File: config.mk
export PLATFORM = sky130hd
export DESIGN_NAME = lsu_rv32i
export DESIGN_NICKNAME = d
export VERILOG_FILES = /design/src/rtl/lsu_rv32i_pkg.sv /design/src/rtl/lsu_data_align.sv /design/src/rtl/lsu_rv32i.sv
export SDC_FILE = /design/constraint.sdc
export NUM_CORES = 1
export LEC_CHECK = 0
export ABC_AREA = 0
export ABC_CLOCK_PERIOD_IN_PS = 3800
export CAP_MARGIN = 20
export CORE_ASPECT_RATIO = 1.75
export CORE_MARGIN = 3
export CORE_UTILIZATION = 35
export DETAILED_ROUTE_END_ITERATION = 8
export PLACE_DENSITY = 0.68
export SYNTH_ARGS = -nofsm -noshare
export SYNTH_HDL_FRONTEND = slang
export SYNTH_HIERARCHICAL = 1
export SYNTH_SLANG_ARGS = --single-unit
File: constraint.sdc
create_clock -name clk -period 3.8 [get_ports clk]
set_input_delay 0.76 -clock clk [delete_from_list [all_inputs] [get_ports clk]]
set_output_delay 0.76 -clock clk [all_outputs]
set_load 0.03 [all_outputs]
File: src/rtl/lsu_rv32i_pkg.sv
// Shared definitions for the RV32I load-store unit: funct3 codes, FSM states,
// strobe constants and the access-fault predicate.
package lsu_rv32i_pkg;

  localparam int unsigned STRBW = 4;

  localparam logic [2:0] F3_B  = 3'b000;
  localparam logic [2:0] F3_H  = 3'b001;
  localparam logic [2:0] F3_W  = 3'b010;
  localparam logic [2:0] F3_BU = 3'b100;
  localparam logic [2:0] F3_HU = 3'b101;

  localparam logic [STRBW-1:0] STRB_NONE = 4'b0000;
  localparam logic [STRBW-1:0] STRB_B    = 4'b0001;
  localparam logic [STRBW-1:0] STRB_H    = 4'b0011;
  localparam logic [STRBW-1:0] STRB_W    = 4'b1111;

  typedef enum logic [1:0] {
    S_IDLE = 2'd0,
    S_REQ  = 2'd1,
    S_WAIT = 2'd2,
    S_DONE = 2'd3
  } lsu_state_e;

  // Misaligned halfword/word or a funct3 that is not a legal load/store.
  function automatic logic access_fault(input logic       is_store,
                                        input logic [2:0] f3,
                                        input logic [1:0] addr_lo);
    logic f;
    f = 1'b1;
    if (is_store) begin
      case (f3)
        F3_B:    f = 1'b0;
        F3_H:    f = addr_lo[0];
        F3_W:    f = (addr_lo != 2'b00);
        default: f = 1'b1;
      endcase
    end else begin
      case (f3)
        F3_B, F3_BU: f = 1'b0;
        F3_H, F3_HU: f = addr_lo[0];
        F3_W:        f = (addr_lo != 2'b00);
        default:     f = 1'b1;
      endcase
    end
    return f;
  endfunction

endpackage

File: src/rtl/lsu_data_align.sv
// Byte-lane steering: store replication and strobes, load extraction with
// sign/zero extension. Purely combinational.
module lsu_data_align
  import lsu_rv32i_pkg::*;
#(
  parameter int unsigned INT32W = 32
) (
  input  logic [2:0]        st_funct3,
  input  logic [1:0]        st_addr_lo,
  input  logic [INT32W-1:0] st_data,
  output logic [INT32W-1:0] st_wdata_c,
  output logic [STRBW-1:0]  st_wstrb_c,
  input  logic [2:0]        ld_funct3,
  input  logic [1:0]        ld_addr_lo,
  input  logic [INT32W-1:0] ld_rdata,
  output logic [INT32W-1:0] ld_data_c
);

  logic [7:0]  ld_byte;
  logic [15:0] ld_half;

  // Store data is replicated across lanes; the strobe picks the live lane(s).
  always_comb begin
    st_wdata_c = st_data;
    st_wstrb_c = STRB_W;
    case (st_funct3)
      F3_B: begin
        st_wdata_c = {4{st_data[7:0]}};
        st_wstrb_c = STRB_B << st_addr_lo;
      end
      F3_H: begin
        st_wdata_c = {2{st_data[15:0]}};
        st_wstrb_c = STRB_H << {st_addr_lo[1], 1'b0};
      end
      default: begin
        st_wdata_c = st_data;
        st_wstrb_c = STRB_W;
      end
    endcase
  end

  always_comb begin
    ld_byte = ld_rdata[7:0];
    case (ld_addr_lo)
      2'd1:    ld_byte = ld_rdata[15:8];
      2'd2:    ld_byte = ld_rdata[23:16];
      2'd3:    ld_byte = ld_rdata[31:24];
      default: ld_byte = ld_rdata[7:0];
    endcase
    ld_half = ld_addr_lo[1] ? ld_rdata[31:16] : ld_rdata[15:0];
  end

  always_comb begin
    ld_data_c = ld_rdata;
    case (ld_funct3)
      F3_B:    ld_data_c = {{24{ld_byte[7]}}, ld_byte};
      F3_BU:   ld_data_c = {24'h0, ld_byte};
      F3_H:    ld_data_c = {{16{ld_half[15]}}, ld_half};
      F3_HU:   ld_data_c = {16'h0, ld_half};
      default: ld_data_c = ld_rdata;
    endcase
  end

endmodule

File: src/rtl/lsu_rv32i.sv
// RV32I memory-stage load-store unit: one transaction at a time over a
// valid/ready memory port, with a one-cycle completion pulse.
module lsu_rv32i
  import lsu_rv32i_pkg::*;
#(
  parameter int unsigned INT32W = 32,
  parameter int unsigned ADDRW  = 32
) (
  input  logic              clk,
  input  logic              rst,
  input  logic              reqValid,
  output logic              reqReady,
  input  logic              isStore,
  input  logic [2:0]        lsFunct3,
  input  logic [ADDRW-1:0]  addrIn,
  input  logic [INT32W-1:0] storeDataIn,
  output logic              memValid,
  input  logic              memReady,
  output logic              memWe,
  output logic [ADDRW-1:0]  memAddr,
  output logic [INT32W-1:0] memWdata,
  output logic [STRBW-1:0]  memWstrb,
  input  logic              memRspValid,
  input  logic [INT32W-1:0] memRdata,
  output logic              doneValid,
  output logic [INT32W-1:0] loadDataOut,
  output logic              misalignOut
);

  lsu_state_e        state;
  logic              cap_store;
  logic [2:0]        cap_funct3;
  logic [1:0]        cap_addr_lo;
  logic              fault_c;
  logic [INT32W-1:0] st_wdata_c;
  logic [STRBW-1:0]  st_wstrb_c;
  logic [INT32W-1:0] ld_data_c;

  assign reqReady = (state == S_IDLE) && !rst;
  assign fault_c  = access_fault(isStore, lsFunct3, addrIn[1:0]);

  // Store path steers the live request; load path uses the captured request.
  lsu_data_align #(
    .INT32W(INT32W)
  ) u_align (
    .st_funct3  (lsFunct3),
    .st_addr_lo (addrIn[1:0]),
    .st_data    (storeDataIn),
    .st_wdata_c (st_wdata_c),
    .st_wstrb_c (st_wstrb_c),
    .ld_funct3  (cap_funct3),
    .ld_addr_lo (cap_addr_lo),
    .ld_rdata   (memRdata),
    .ld_data_c  (ld_data_c)
  );

  always_ff @(posedge clk or posedge rst) begin
    if (rst) begin
      state       <= S_IDLE;
      cap_store   <= 1'b0;
      cap_funct3  <= 3'b000;
      cap_addr_lo <= 2'b00;
      memValid    <= 1'b0;
      memWe       <= 1'b0;
      memAddr     <= '0;
      memWdata    <= '0;
      memWstrb    <= STRB_NONE;
      doneValid   <= 1'b0;
      misalignOut <= 1'b0;
      loadDataOut <= '0;
    end else begin
      doneValid   <= 1'b0;
      misalignOut <= 1'b0;
      case (state)
        S_IDLE: begin
          if (reqValid) begin
            cap_store   <= isStore;
            cap_funct3  <= lsFunct3;
            cap_addr_lo <= addrIn[1:0];
            if (fault_c) begin
              // Faulting access completes without touching the memory port.
              state       <= S_DONE;
              doneValid   <= 1'b1;
              misalignOut <= 1'b1;
            end else begin
              state    <= S_REQ;
              memValid <= 1'b1;
              memWe    <= isStore;
              memAddr  <= {addrIn[ADDRW-1:2], 2'b00};
              memWdata <= st_wdata_c;
              memWstrb <= isStore ? st_wstrb_c : STRB_NONE;
            end
          end
        end
        S_REQ: begin
          if (memReady) begin
            memValid <= 1'b0;
            memWe    <= 1'b0;
            if (cap_store) begin
              state     <= S_DONE;
              doneValid <= 1'b1;
            end else begin
              state <= S_WAIT;
            end
          end
        end
        S_WAIT: begin
          if (memRspValid) begin
            loadDataOut <= ld_data_c;
            state       <= S_DONE;
            doneValid   <= 1'b1;
          end
        end
        S_DONE: begin
          state <= S_IDLE;
        end
        default: begin
          state <= S_IDLE;
        end
      endcase
    end
  end

endmodule

==> results.cfg <==
[global_routing]
overflow = 0
track_usage_pct = 17.4
grt_pass1_wl_um = 24500
grt_pass1_vias = 4570
grt_antenna_before_repair = 0
grt_max_degree = 72

[clock_network]
root_buffer = clkbuf_16
clk_latency_ns = 0.34
clock_path_buffers = 2
post_cts_buffers = 0
cts_made_buffers = 9
cts_resized = 0
cts-htree-levels = 3
clkSinkCount = 110
cts_hold_buf = 0
cts_tree = yes
clkTransAtPathRegs_ns = 0.07

[placed_design]
dp_hpwl_um = 12400
gp_congestion = 0.789
dp_worst_setup_slack_ns = 0.853
dp_cells = 804
port_buffers = 207

[setup_path]
critPathLaunchType = register
worstReg2RegEnd = loadDataOut[3]$_DFFE_PP0P_
r2r_setup_slack_ns = 1.40
crit_type = register to primary output
cp.arrival_ns = 2.17
worstPathRequired_ns = 3.04
cp-endpoint = reqReady
reg2reg_depth = 4
r2r_start = cap_funct3[0]$_DFFE_PP0P_
critPathMaxFanout = 10
startpoint = state[0]$_DFFE_PP0P_
end_kind = primary output

[hold_path]
hold_path_class = register to register

[drt]
dr.pass1.iters = 4
antenna_left = 0
vias = 4255
drt_iter0_drc = 132
vias_per_cell = 5.19
wl_per_cell_um = 19.7
totalWireLength_um = 16100
drc = 0

[timing]
grt_setup_unrepaired = false
finalHoldViolations = 0
finalCritPeriodShare_pct = 77.2
setup_tns_ns = 0
slew_violations = 0
fin_crit_ns = 2.93
slew_headroom_pct = 50.8
setup_viol = 0
fmax_mhz = 341
worst_pin_slew_ns = 0.736
layout_setup_ws_ns = 0.867
finalClockSkew_ns = 0.00881

[floorplan]
die_w_um = 103
pin_count = 210
die_area_um2 = 18100
rows = 61
coreArea_um2 = 16000
die_y_um = 176
start_util_pct = 36.0

[final_layout]
syn_to_final_growth_pct = 41.4
fin_nets = 735
nFillCells = 1427
multi_input_area_um2 = 2660
diodes = 0
seqCellArea_um2 = 2750
instances_no_fill = 820
drive_gt1_share_pct = 19.3

[yosys]
ys_types = 46
syn_area_um2 = 5760
synth.top_cell.area_share_pct = 47.8
synth_most_common_cell = dfrtp_1
synth.largest_area_cell = dfrtp_1
ys_warn_count = 6
synth_edf_count = 0
syn_inst = 438
synth_common_cells = dfrtp_1 (110), mux2_4 (63), mux2_1 (38)
avgSynthCellArea_um2 = 13.2
synth-main-ff-cell = dfrtp_1
yosysSeqAreaShare_pct = 47.8
async_reset_ff_share_pct = 100
synth_area_leaders = dfrtp_1 (48%), mux2_4 (16%), mux2_1 (7.4%)
synth-seq-cells = 110

[power_and_ir_drop]
power.leakage_nw = 3.64
pwr-share-seq_pct = 30.4
irDropWorstVdd_mv = 0.407
clkPwrFrac_pct = 13.7
p_int_w = 0.00414
pwr-share-comb_pct = 56.0
p_total_w = 0.00703
p_sw_w = 0.00289
powerDensity_nw_per_um2 = 863
switching_share_pct = 41.1

[run]
maxCapViolCount = 0

[status]
status = complete, no violations
## sequential cells by signal, summed over array words and instances (netlist names)
| name | count |
|---|---|
| loadDataOut | 32 |
| cap_store | 1 |
| memWe | 1 |
| memAddr | 30 |
| doneValid | 1 |
| cap_funct3 | 3 |
| misalignOut | 1 |
| memWstrb | 4 |
| state | 2 |
| memWdata | 32 |
| cap_addr_lo | 2 |
| memValid | 1 |
## per-layer routing
layer	wire length (um)	share of wire (%)	vias up	GRT usage (%)
met5	0	0	-	0
met4	309	1.9	0	5.19
met3	926	5.7	21	2.98
met2	8950	55	170	32.6
met1	5950	37	2113	19.5
li1	-	-	1951	-
## kinds of logic after synthesis
kind of cell,after synthesis,share of synthesized area [%]
AOI/OAI and AO/OA,74,9.05
other,1,0.0651
DFF,110,47.8
and+or+nand+nor,66,5.77
buffers and inverters,49,6.34
adders and majority gates,4,0.868
muxes,134,30.1
## worst min path at each step
stage / start / end / slack, ns / cells past startpoint
after floorplan: cap_store$_DFFE_PP0P_ / cap_store$_DFFE_PP0P_ / 0.49 / 1
after global placement: memWstrb[1]$_DFFE_PP0P_ / memWstrb[1]$_DFFE_PP0P_ / 0.47 / 2
after detailed placement: memWstrb[2]$_DFFE_PP0P_ / memWstrb[2]$_DFFE_PP0P_ / 0.48 / 2
after CTS: memWstrb[2]$_DFFE_PP0P_ / memWstrb[2]$_DFFE_PP0P_ / 0.50 / 2
after global routing: loadDataOut[3]$_DFFE_PP0P_ / loadDataOut[3]$_DFFE_PP0P_ / 0.51 / 1
final: loadDataOut[3]$_DFFE_PP0P_ / loadDataOut[3]$_DFFE_PP0P_ / 0.49 / 1
## per-stage QoR
step	util (%)	area (um2)	hold slack, ns
final	50.9	8150	0.493
after global placement	49.0	7850	0.472
after detailed placement	49.0	7850	0.479
after floorplan	-	5770	0.489
after CTS	50.9	8150	0.497
after global routing	50.9	8150	0.506
## critical path: stages (launching register included)
cell	delay, ns
dfrtp_1	0.41
inv_1	0.13
ha_1	0.40
inv_2	0.11
nor2_1	0.11
clkdlybuf4s50_1	0.67
## power by group through the flow
stage                     combinational (W)  sequential, W  clock (W)
after floorplan                     0.00148        0.00310          0
after global placement              0.00390        0.00213          0
after detailed placement            0.00397        0.00215          0
after CTS                           0.00398        0.00214   0.000997
after global routing                0.00415        0.00221    0.00105
final                               0.00394        0.00214   0.000963
## cell usage in the layout (no fill, tap or decap), types with 5 or more instances in the layout
cell type,count
mux2_2,24
o21ai_0,21
nand2_1,27
a221o_1,15
nor4b_1,7
nor2_1,15
inv_1,8
dfrtp_1,110
mux2i_1,8
nor2b_1,5
mux2_4,63
clkbuf_16,9
o21ai_1,6
buf_4,5
clkdlybuf4s50_1,207
mux2_1,38
a21oi_1,10
a22o_1,8
## cell type report
cell class                      instances  area share [%]
Tap cell                              189            2.90
Clock inverter                          7           0.982
Clock buffer                            9            2.76
Multi-Input combinational cell        280            32.6
Inverter                               11           0.568
Sequential cell                       110            33.8
Timing Repair Buffer                  214            26.4
No activity file was read; power rests on OpenSTA's default activity.
